[src/rtl/tx_fc_credit_gate_pkg.sv]
// Shared types and helpers for the Tx flow-control credit gate.
package tx_fc_credit_gate_pkg;

    typedef enum logic [1:0] {
        FC_P   = 2'd0,
        FC_NP  = 2'd1,
        FC_CPL = 2'd2
    } fc_type_t;

    typedef enum logic [1:0] {
        FC_IDLE   = 2'd0,
        FC_INIT   = 2'd1,
        FC_ACTIVE = 2'd2
    } fc_state_t;

    localparam int FC_TYPES  = 3;
    localparam int LEN_MAX_W = 16;

    // Data credits are 4 DW units; a zero Length field encodes 2^len_w DW.
    function automatic logic [LEN_MAX_W:0] data_credits(
        input logic [LEN_MAX_W-1:0] len,
        input int                   len_w,
        input logic                 has_data
    );
        logic [LEN_MAX_W+2:0] dw;
        dw = (len == '0) ? ((LEN_MAX_W+3)'(1) << len_w) : (LEN_MAX_W+3)'(len);
        data_credits = has_data ? (LEN_MAX_W+1)'((dw + (LEN_MAX_W+3)'(3)) >> 2) : '0;
    endfunction

endpackage

[src/rtl/tx_fc_pool.sv]
// One flow-control pool: advertised header/data limits, consumed counters
// and the infinite-credit flags latched at InitFC time.
module tx_fc_pool #(
    parameter int HDR_W  = 12,
    parameter int DATA_W = 16
) (
    input  logic              clk,
    input  logic              arst,
    input  logic              init_i,
    input  logic              upd_i,
    input  logic [HDR_W-1:0]  hdr_i,
    input  logic [DATA_W-1:0] data_i,
    input  logic [HDR_W-1:0]  hdr_use_i,
    input  logic [DATA_W-1:0] data_use_i,
    output logic [HDR_W-1:0]  hdr_lim_o,
    output logic [HDR_W-1:0]  hdr_cons_o,
    output logic              hdr_inf_o,
    output logic [DATA_W-1:0] data_lim_o,
    output logic [DATA_W-1:0] data_cons_o,
    output logic              data_inf_o,
    output logic              done_o
);

    logic [HDR_W-1:0]  hdr_lim_q,  hdr_lim_d;
    logic [HDR_W-1:0]  hdr_cons_q, hdr_cons_d;
    logic [DATA_W-1:0] data_lim_q,  data_lim_d;
    logic [DATA_W-1:0] data_cons_q, data_cons_d;
    logic              hdr_inf_q, hdr_inf_d;
    logic              data_inf_q, data_inf_d;
    logic              done_q, done_d;

    always_comb begin
        hdr_lim_d  = hdr_lim_q;
        data_lim_d = data_lim_q;
        hdr_inf_d  = hdr_inf_q;
        data_inf_d = data_inf_q;
        done_d     = done_q;
        // Only the first InitFC of a pool counts; later ones are dropped.
        if (init_i && !done_q) begin
            hdr_lim_d  = hdr_i;
            data_lim_d = data_i;
            hdr_inf_d  = (hdr_i == '0);
            data_inf_d = (data_i == '0);
            done_d     = 1'b1;
        end else if (upd_i) begin
            if (!hdr_inf_q)  hdr_lim_d  = hdr_i;
            if (!data_inf_q) data_lim_d = data_i;
        end
        hdr_cons_d  = hdr_cons_q + hdr_use_i;
        data_cons_d = data_cons_q + data_use_i;
    end

    always_ff @(posedge clk or negedge arst) begin
        if (!arst) begin
            hdr_lim_q   <= '0;
            hdr_cons_q  <= '0;
            data_lim_q  <= '0;
            data_cons_q <= '0;
            hdr_inf_q   <= 1'b0;
            data_inf_q  <= 1'b0;
            done_q      <= 1'b0;
        end else begin
            hdr_lim_q   <= hdr_lim_d;
            hdr_cons_q  <= hdr_cons_d;
            data_lim_q  <= data_lim_d;
            data_cons_q <= data_cons_d;
            hdr_inf_q   <= hdr_inf_d;
            data_inf_q  <= data_inf_d;
            done_q      <= done_d;
        end
    end

    assign hdr_lim_o   = hdr_lim_q;
    assign hdr_cons_o  = hdr_cons_q;
    assign hdr_inf_o   = hdr_inf_q;
    assign data_lim_o  = data_lim_q;
    assign data_cons_o = data_cons_q;
    assign data_inf_o  = data_inf_q;
    assign done_o      = done_q;

endmodule

[src/rtl/tx_fc_credit_gate.sv]
// Tx flow-control credit gate: checks NUM_REQ candidates in priority order
// against per-pool credit limits and returns a registered prefix grant mask.
module tx_fc_credit_gate
    import tx_fc_credit_gate_pkg::*;
#(
    parameter int NUM_REQ       = 2,
    parameter int FC_HDR_WIDTH  = 12,
    parameter int FC_DATA_WIDTH = 16,
    parameter int LEN_WIDTH     = 10
) (
    input  logic                           clk,
    input  logic                           arst,
    input  logic                           init_valid,
    input  logic                           upd_valid,
    input  logic [1:0]                     fc_type,
    input  logic [FC_HDR_WIDTH-1:0]        fc_hdr,
    input  logic [FC_DATA_WIDTH-1:0]       fc_data,
    input  logic [NUM_REQ-1:0]             req_valid,
    input  logic [NUM_REQ*2-1:0]           req_type,
    input  logic [NUM_REQ-1:0]             req_has_data,
    input  logic [NUM_REQ*LEN_WIDTH-1:0]   req_len,
    output logic                           res_valid,
    output logic [NUM_REQ-1:0]             res_grant,
    output logic                           fc_ready
);

    localparam logic [FC_HDR_WIDTH-1:0]  HDR_HALF  = {1'b1, {(FC_HDR_WIDTH-1){1'b0}}};
    localparam logic [FC_DATA_WIDTH-1:0] DATA_HALF = {1'b1, {(FC_DATA_WIDTH-1){1'b0}}};

    // Modular fit test: the remaining slack must lie in the lower half of the ring.
    function automatic logic hdr_fits(input logic [FC_HDR_WIDTH-1:0] lim,
                                      input logic [FC_HDR_WIDTH-1:0] cons,
                                      input logic [FC_HDR_WIDTH-1:0] need,
                                      input logic inf);
        logic [FC_HDR_WIDTH-1:0] slack;
        slack = lim - (cons + need);
        return inf || (slack <= HDR_HALF);
    endfunction

    function automatic logic data_fits(input logic [FC_DATA_WIDTH-1:0] lim,
                                       input logic [FC_DATA_WIDTH-1:0] cons,
                                       input logic [FC_DATA_WIDTH-1:0] need,
                                       input logic inf);
        logic [FC_DATA_WIDTH-1:0] slack;
        slack = lim - (cons + need);
        return inf || (slack <= DATA_HALF);
    endfunction

    fc_state_t                state_q, state_d;
    logic                     res_valid_q;
    logic [NUM_REQ-1:0]       res_grant_q, grant_d;
    logic [FC_TYPES-1:0]      pool_done, seen_d;
    logic                     active;

    logic [FC_HDR_WIDTH-1:0]  hdr_lim  [FC_TYPES];
    logic [FC_HDR_WIDTH-1:0]  hdr_cons [FC_TYPES];
    logic [FC_DATA_WIDTH-1:0] data_lim  [FC_TYPES];
    logic [FC_DATA_WIDTH-1:0] data_cons [FC_TYPES];
    logic [FC_TYPES-1:0]      hdr_inf, data_inf;
    logic [FC_HDR_WIDTH-1:0]  use_hdr  [FC_TYPES];
    logic [FC_DATA_WIDTH-1:0] use_data [FC_TYPES];

    assign active = (state_q == FC_ACTIVE);

    for (genvar t = 0; t < FC_TYPES; t++) begin : g_pool
        tx_fc_pool #(
            .HDR_W  (FC_HDR_WIDTH),
            .DATA_W (FC_DATA_WIDTH)
        ) u_pool (
            .clk         (clk),
            .arst        (arst),
            .init_i      (init_valid && (fc_type == 2'(t))),
            .upd_i       (upd_valid && active && (fc_type == 2'(t))),
            .hdr_i       (fc_hdr),
            .data_i      (fc_data),
            .hdr_use_i   (use_hdr[t]),
            .data_use_i  (use_data[t]),
            .hdr_lim_o   (hdr_lim[t]),
            .hdr_cons_o  (hdr_cons[t]),
            .hdr_inf_o   (hdr_inf[t]),
            .data_lim_o  (data_lim[t]),
            .data_cons_o (data_cons[t]),
            .data_inf_o  (data_inf[t]),
            .done_o      (pool_done[t])
        );
        assign seen_d[t] = pool_done[t] || (init_valid && (fc_type == 2'(t)));
    end

    always_comb begin
        state_d = state_q;
        case (state_q)
            FC_IDLE:   if (init_valid) state_d = FC_INIT;
            FC_INIT:   if (&seen_d)    state_d = FC_ACTIVE;
            default:   state_d = state_q;
        endcase
    end

    // Prefix chain: use_* accumulate the credits of candidates granted so far,
    // which is both the cumulative requirement and the consumption to commit.
    always_comb begin
        logic                     blocked;
        logic                     fits;
        logic [1:0]               typ;
        logic [FC_DATA_WIDTH-1:0] need_data;
        grant_d   = '0;
        blocked   = !active;
        fits      = 1'b0;
        typ       = 2'd0;
        need_data = '0;
        for (int t = 0; t < FC_TYPES; t++) begin
            use_hdr[t]  = '0;
            use_data[t] = '0;
        end
        for (int i = 0; i < NUM_REQ; i++) begin
            typ       = req_type[2*i +: 2];
            need_data = FC_DATA_WIDTH'(data_credits(LEN_MAX_W'(req_len[LEN_WIDTH*i +: LEN_WIDTH]),
                                                    LEN_WIDTH, req_has_data[i]));
            fits = 1'b0;
            if (typ <= 2'(FC_CPL)) begin
                fits = hdr_fits(hdr_lim[typ], hdr_cons[typ], use_hdr[typ] + FC_HDR_WIDTH'(1), hdr_inf[typ])
                    && data_fits(data_lim[typ], data_cons[typ], use_data[typ] + need_data, data_inf[typ]);
            end
            if (req_valid[i]) begin
                if (!blocked && fits) begin
                    grant_d[i]     = 1'b1;
                    use_hdr[typ]   = use_hdr[typ] + FC_HDR_WIDTH'(1);
                    use_data[typ]  = use_data[typ] + need_data;
                end else begin
                    blocked = 1'b1;
                end
            end
        end
    end

    always_ff @(posedge clk or negedge arst) begin
        if (!arst) begin
            state_q     <= FC_IDLE;
            res_valid_q <= 1'b0;
            res_grant_q <= '0;
        end else begin
            state_q     <= state_d;
            res_valid_q <= |req_valid;
            res_grant_q <= grant_d;
        end
    end

    assign res_valid = res_valid_q;
    assign res_grant = res_grant_q;
    assign fc_ready  = active;

endmodule

[config.mk]
export PLATFORM = sky130hd
export DESIGN_NAME = tx_fc_credit_gate
export DESIGN_NICKNAME = d
export VERILOG_FILES = /design/src/rtl/tx_fc_credit_gate_pkg.sv /design/src/rtl/tx_fc_pool.sv /design/src/rtl/tx_fc_credit_gate.sv
export SDC_FILE = /design/constraint.sdc
export NUM_CORES = 1
export LEC_CHECK = 0
export ABC_CLOCK_PERIOD_IN_PS = 15400
export CAP_MARGIN = 10
export CORE_ASPECT_RATIO = 1.75
export CORE_MARGIN = 1.5
export CORE_UTILIZATION = 25
export DETAILED_ROUTE_END_ITERATION = 6
export GPL_ROUTABILITY_DRIVEN = 1
export SYNTH_ARGS = -nofsm -noshare
export SYNTH_HDL_FRONTEND = slang
export SYNTH_SLANG_ARGS = --single-unit
[constraint.sdc]
create_clock -name clk -period 15.4 [get_ports clk]
set_input_delay 3.08 -clock clk [delete_from_list [all_inputs] [get_ports clk]]
set_output_delay 3.08 -clock clk [all_outputs]
set_load 0.005 [all_outputs]
# Yosys cells after proc, flatten, opt, wreduce, memory -nomap -nowiden
# Index checks and enable logic that the tools add are counted.
[classes]
muxes = 95
n_lt_le_gt_ge = 12
n_reduce_logical = 47
eq_ne = 12
n_addsub = 20
bitwise_logic = 4
[ops]
columns = ["op", "n"]
rows = [
  ["16-bit two-way mux", 23],
  ["12-bit two-way mux", 23],
  ["16-bit binary-select mux with 2-bit select", 6],
  ["48-bit two-way mux", 4],
  ["12-bit binary-select mux with 2-bit select", 6],
  ["36-bit two-way mux", 4],
  ["16-bit adder", 5],
  ["16-bit demux with 2-bit select", 2],
  ["12-bit adder", 5],
  ["48-bit bitwise AND", 1],
  ["48-bit bitwise mux", 1],
  ["12-bit demux with 2-bit select", 2],
  ["36-bit bitwise AND", 1],
  ["36-bit bitwise mux", 1],
  ["16-bit by 10-bit adder with 16-bit output", 2],
  ["16-bit <= comparator (second input constant)", 2],
  ["16-bit subtractor", 2],
  ["11-bit by 2-bit adder with 12-bit output (second input constant)", 2],
  ["12-bit by 1-bit adder with 12-bit output (second input constant)", 2],
  ["12-bit <= comparator (second input constant)", 2],
  ["12-bit subtractor", 2],
  ["11-bit two-way mux", 2],
  ["10-bit logical NOT", 2],
  ["10-bit two-way mux", 2],
  ["22 further kinds", 86],
]
[totals]
in_bits = 62
register_bits = 182
word_cells = 214
output_inout_bits = 4

# Depth between registers and ports, before layout
[depth]
word_depth = 28
mapped_depth = 57
mapped_depth_nobuf = 54

# Cells and area by module
# A second synthesis with hierarchy kept.
[unflattened]
hier_cells = 1880
hier_area_um2 = 16937.5
[modules_own_cells]
columns = ["module", "n_inst", "area_per_inst_um2", "seq_area_each_um2", "cells_each"]
rows = [
  ["tx_fc_credit_gate", 1, 7823.8, 125.1, 1133],
  ["tx_fc_pool at g_pool[0].u_pool ...", 2, 3035.4, 1476.4, 250],
  ["tx_fc_pool at g_pool[2].u_pool", 1, 3042.9, 1476.4, 247],
]

# Worst setup path before layout
# OpenSTA, ideal clock, no wires.
[synth_path]
path_kind = "input-to-reg"
from = "input req_type[0]"
to = "register g_pool[1].u_pool.data_cons_q[12]"
stages = 53
t_arrival_ns = 14.615
setup_time_ns = 0.139
t_required_ns = 15.261
slack_ns = 0.646
n_path_buf = 5
cell_sequence = "buf_2 > buf_1 > clkbuf_1 > mux2i_1 > o21ai_0 > fa_1 > ha_1 > nor2b_1 > o2111ai_2 > a311oi_1 > or4_1 > a31oi_1 > nor4b_2 > a41oi_2 > nor3_2 > buf_4 > nand2b_2 > nor2b_1 > [17 not listed] > or4_1 > nor4_1 > nand4_1 > o21ai_2 > nand4_4 > mux2_1 > ha_1 > fa_1 > a21o_1 > a21oi_1 > o21bai_1 > a21oi_1 > o21bai_1 > a21oi_1 > nor2b_1 > o21a_1 > and4b_1 > or4b_1"
[synth_via]
elab_chain_cells = 28
word_cells_on_any_way = 76
cone_classes = "add/sub: 13; order compare: 7; mux: 43; bitwise: 3; reduce/logical: 10"
[synth_lines]
columns = ["item", "line_no", "rtl"]
rows = [
  ["from (decl)", "tx_fc_credit_gate.sv:19", "input logic [NUM_REQ*2-1:0] req_type,"],
  ["2-bit inverter with 3-bit output (not written as such)", "n/a", ""],
  ["16-bit binary-select mux with 2-bit select / 12-bit binary-select mux with 2-bit select (equally long branches)", "n/a", ""],
  ["16-bit two-way mux (not written as such) / 12-bit two-way mux (equally long branches) (2 in a row)", "n/a", ""],
  ["16-bit by 10-bit adder with 16-bit output / 12-bit by 1-bit adder with 12-bit output (equally long branches)", "n/a", ""],
  ["16-bit adder / 12-bit adder (equally long branches)", "tx_fc_credit_gate.sv:45, tx_fc_credit_gate.sv:36", ""],
  ["16-bit subtractor / 12-bit subtractor (equally long branches)", "tx_fc_credit_gate.sv:45, tx_fc_credit_gate.sv:36", ""],
  ["16-bit <= comparator / 12-bit <= comparator (equally long branches)", "tx_fc_credit_gate.sv:46, tx_fc_credit_gate.sv:37", ""],
  ["1-bit logical OR, on equally long branches", "tx_fc_credit_gate.sv:46, tx_fc_credit_gate.sv:37", ""],
  ["[12 not listed]", "n/a", ""],
  ["1-bit logical OR, on equally long branches", "tx_fc_credit_gate.sv:46, tx_fc_credit_gate.sv:37", ""],
  ["1-bit logical AND", "tx_fc_credit_gate.sv:121", "&& data_fits(data_lim[typ], data_cons[typ], use_data[typ] + need_data, data_inf[typ]);"],
  ["1-bit two-way mux", "tx_fc_credit_gate.sv:119", "if (typ <= 2'(FC_CPL)) begin"],
  ["1-bit logical AND", "tx_fc_credit_gate.sv:124", "if (!blocked && fits) begin"],
  ["48-bit two-way mux", "tx_fc_credit_gate.sv:124", ""],
  ["48-bit two-way mux (*)", "tx_fc_credit_gate.sv:123", "if (req_valid[i]) begin"],
  ["16-bit adder (*)", "tx_fc_pool.sv:50", "data_cons_d = data_cons_q + data_use_i;"],
  ["net g_pool[1].u_pool.data_cons_d[12]", "tx_fc_pool.sv:27", "logic [DATA_W-1:0] data_cons_q, data_cons_d;"],
  ["to (signal assigned)", "tx_fc_pool.sv:66", "data_cons_q <= data_cons_d;"],
  ["to (decl)", "tx_fc_pool.sv:27", ""],
]
# Mark *: on every way through the listed nets, which the timed path passes. The rest lies on a longest branch. The select of a mux whose other input is x is not followed.
# A chain may end at the register's enable or synchronous reset.

# Worst setup path in the final report
[layout_path]
from = "input req_len[1]"
to = "register g_pool[2].u_pool.data_cons_q[14]"
[layout_via]
elab_chain_cells = 28
word_cells_on_any_way = 43
cone_classes = "add/sub: 11; order compare: 3; mux: 19; bitwise: 1; reduce/logical: 9"
[layout_lines]
columns = ["item", "line_no", "rtl"]
rows = [
  ["from (decl)", "tx_fc_credit_gate.sv:21", "input logic [NUM_REQ*LEN_WIDTH-1:0] req_len,"],
  ["10-bit logical NOT", "tx_fc_credit_gate_pkg.sv:26", "dw = (len == '0) ? ((LEN_MAX_W+3)'(1) << len_w) : (LEN_MAX_W+3)'(len);"],
  ["11-bit two-way mux (*)", "tx_fc_credit_gate_pkg.sv:26", ""],
  ["11-bit by 2-bit adder with 12-bit output (*)", "tx_fc_credit_gate_pkg.sv:27", "data_credits = has_data ? (LEN_MAX_W+1)'((dw + (LEN_MAX_W+3)'(3)) >> 2) : '0;"],
  ["10-bit two-way mux (*)", "tx_fc_credit_gate_pkg.sv:27", ""],
  ["16-bit by 10-bit adder with 16-bit output (*)", "tx_fc_credit_gate.sv:121, tx_fc_credit_gate.sv:127", ""],
  ["16-bit adder", "tx_fc_credit_gate.sv:45", "slack = lim - (cons + need);"],
  ["16-bit subtractor", "tx_fc_credit_gate.sv:45", ""],
  ["16-bit <= comparator", "tx_fc_credit_gate.sv:46", "return inf || (slack <= DATA_HALF);"],
  ["[13 not listed]", "n/a", ""],
  ["1-bit logical OR, on equally long branches", "tx_fc_credit_gate.sv:46, tx_fc_credit_gate.sv:37", ""],
  ["1-bit logical AND", "tx_fc_credit_gate.sv:121", ""],
  ["1-bit two-way mux", "tx_fc_credit_gate.sv:119", ""],
  ["1-bit logical AND", "tx_fc_credit_gate.sv:124", ""],
  ["48-bit two-way mux", "tx_fc_credit_gate.sv:124", ""],
  ["48-bit two-way mux (*)", "tx_fc_credit_gate.sv:123", ""],
  ["16-bit adder (*)", "tx_fc_pool.sv:50", ""],
  ["net g_pool[2].u_pool.data_cons_d[14]", "tx_fc_pool.sv:27", ""],
  ["to (signal assigned)", "tx_fc_pool.sv:66", ""],
  ["to (decl)", "tx_fc_pool.sv:27", ""],
]
# Marked as above.

==> run summary <==
Outcome: finished, final reports clean
CP arrival: 15.22 ns
Final period util: 0.962
Synth Area per Inst: 9.16 um2
Final hold vios: 0
Int Power: 1.37 mW
# nets final: 2013
Most common cell after layout, fill and taps aside: dfrtp_1
Seq/Total Area, Yosys: 0.291
Initial DRC Count: 499
CP max FO: 6
Synthesized cell area: 15600 um2
Hold-fix buffers, CTS: 0
Leak: 8.21 nW
FILL cells: 6552
Crit path required time: 15.81 ns
Die X: 192 um
Setup ws final: 0.582 ns
CP Launch Type: input port
DR top layer: met5
Initial Utilization: 0.252
IO Port Bufs: 65
Global placer's final weighted congestion: 0.967
H-tree Lvls: 4
Clk pwr share: 0.189
Root buf cell: clkbuf_16
Vias: 13000
Slowest CP cell: or4b_2
Die area: 64100 um2
DR WL met3: 1330 um
CTS clk-pin slew, worst paths: 0.09 ns
Met1 wire length: 17700 um
Post-layout min period: 14.82 ns
Vias per std cell: 4.99
Wire length per cell: 19.4 um
Core ar.: 62100 um2
Peak Freq: 0.0675 GHz
Ys async rst share: 1.00
Switching power: 1.07 mW
Final setup vio count: 0
HPWL after DPL: 39500 um
Net switching share of the total power: 0.438
Die extent in y: 334 um
Hold Crit Class: flip-flop to flip-flop
Global-route wire length before repair: 77900 um
Worst-margin pin slew: 1.13 ns
Wirelength, routed: 50600 um
Worst-skew pair later-pin latency: 0.47 ns
Gate Count Post-Synth: 1708
Clk_skew: 0.0166 ns
Maximum vdd drop: 0.0749 mV
Max_cap viols: 0
Setup CP Type: input port to flip-flop
Crit-path max cell delay: 0.61 ns
PwrDens: 134 nW/um2
Most frequent cells in the layout: dfrtp_1, mux2i_1, inv_1
Area growth syn-to-layout: 16.4%
Post-synth EDFFs: 0
CTS buffer count: 17
Synth Flop Type: dfrtp_1
Drt drc: 0
Comb power frac: 0.528
RSZ-0062 raised after global routing: false
Max_slew headroom: 0.241
CTS max path bufs: 2
Post-route ant nets: 0
Sink Count: 182
Drt first pass iters: 5
FP Rows: 121
Register share of total power: 0.283
YS warnings: 0
Cell mode on critical path: a21oi_1
Share of cells above drive strength 1: 0.129
GRT Resource Usage Total: 0.162
Antenna violations before repair: 1
FF+latch count, synth: 182
Largest net degree at the start of global routing: 70
Place WS: -0.143 ns
CTS tree: built
Max-slew violation count: 0
Worst Setup End Kind: flip-flop
GRT Residual Overflow: 0
Setup_tns: 0 ns
Vias in the first global route: 13800
Synth cell types: 82
Io pins: 66
WL met2: 27100 um
==> stage by stage <==
step | std cells | cell area, um2 | power [mW] | hold slack, ns | utilization
finish | 2606 | 18200 | 2.43 | 0.491 | 0.293
detailed placement | 2571 | 17500 | 1.97 | 0.472 | 0.283
CTS | 2603 | 18100 | 2.44 | 0.494 | 0.292
global route | 2605 | 18200 | 2.61 | 0.521 | 0.293
floorplan | 1709 | 15600 | 1.57 | 0.449 | -
global placement | 2571 | 17500 | 1.94 | 0.469 | 0.283
==> layer usage <==
metal	vias up	GRT usage
met5	-	0
met4	2	0.135
met3	156	0.0192
met2	310	0.305
met1	6324	0.153
li1	6222	-
==> cells by family (layout without fill, tap and decap cells) <==
family,after synthesis,count (layout),synth area share
AOI/OAI and AO/OA,354,354,0.141
xor gates and xnor gates,121,121,0.0678
adders and majority gates,158,158,0.141
and+or+nand+nor,457,457,0.149
buffers and inverters,198,295,0.0505
muxes,236,236,0.159
DFF,182,182,0.291
other,2,4,0.000480
==> synthesized netlist by cell type (all sizes together), types with 9 or more instances <==
library cell    n  share of area
a211oi         10         0.0048
a21o           23          0.011
a21oi         121          0.039
a31oi          11         0.0044
and2           11         0.0044
and3           12         0.0048
buf            27         0.0094
clkbuf         43          0.010
dfrtp         182           0.29
fa             31          0.040
ha            127           0.10
inv           128          0.031
mux2           95          0.068
mux2i         141          0.090
nand2         119          0.029
nand2b         20         0.0082
nand3          40          0.013
nand4          29          0.014
nor2          117          0.028
nor2b          31          0.012
nor3           16         0.0054
nor3b           9         0.0043
nor4           15         0.0060
o21a           15         0.0072
o21ai          97          0.032
o21bai         23          0.011
xnor2          83          0.046
xor2           38          0.021
==> critical path: cells and delay by family <==
kind,cells,cell delay (ns)
AOI/OAI and AO/OA,23,4.05
xor gates and xnor gates,2,0.42
adders and majority gates,7,2.50
buffers and inverters,3,0.81
muxes,1,0.38
and+or+nand+nor,18,3.96
==> repair_timing <==
item / 4_1_cts / 5_1_grt
setup buffers: 0 / 2
setup endpoints to repair: 0 / 19
endpoints found under the hold margin: 0 / 0
resized for setup: 0 / 14
==> power by group through the flow <==
stage          registers (mW)  clock network (mW)  logic [mW]
2_1_floorplan           0.662                   0       0.911
3_3_place_gp            0.691                   0        1.25
3_5_place_dp            0.697                   0        1.27
4_1_cts                 0.688               0.472        1.28
5_1_grt                 0.705               0.486        1.42
6_report                0.689               0.459        1.28
==> cell type report <==
type | count | area (um2) | area share
Antenna cell | 1 | 2.50 | 0.000137
Clock buffer | 18 | 439 | 0.0241
Clock inverter | 14 | 158 | 0.00866
Inverter | 128 | 480 | 0.0264
Multi-Input combinational cell | 1329 | 10400 | 0.570
Sequential cell | 182 | 4550 | 0.250
Tap cell | 799 | 1000 | 0.0549
Timing Repair Buffer | 135 | 1200 | 0.0660
==> flip-flops by register name (all words and copies together), names as in the netlist <==
signal and flops:
res_valid 1, res_grant 2, g_pool.u_pool.hdr_lim_o 36, g_pool.u_pool.hdr_inf_o 3, g_pool.u_pool.data_cons_o 48, g_pool.u_pool.done_o 3
g_pool.u_pool.hdr_cons_o 36, g_pool.u_pool.data_lim_o 48, g_pool.u_pool.data_inf_o 3, state_q 2
==> path summary, 6_finish.rpt <==
kind | start | endpoint | slack [ns] | cells after the start
setup / recovery | req_len[1] | g_pool[2].u_pool.data_cons_o[14] | 0.58 | 54
hold / removal | g_pool[1].u_pool.done_o | g_pool[1].u_pool.done_o | 0.49 | 1
setup reg to reg | g_pool[1].u_pool.data_cons_o[4] | g_pool[2].u_pool.data_cons_o[14] | 3.59 | 51
hold reg to reg | g_pool[1].u_pool.done_o | g_pool[1].u_pool.done_o | 0.49 | 1
max in group asynchronous | arst | g_pool[0].u_pool.hdr_lim_o[7] | 10.64 | 3
min in group asynchronous | arst | g_pool[0].u_pool.data_cons_o[12] | 2.58 | 1
Power figures use the tool's default switching activity.
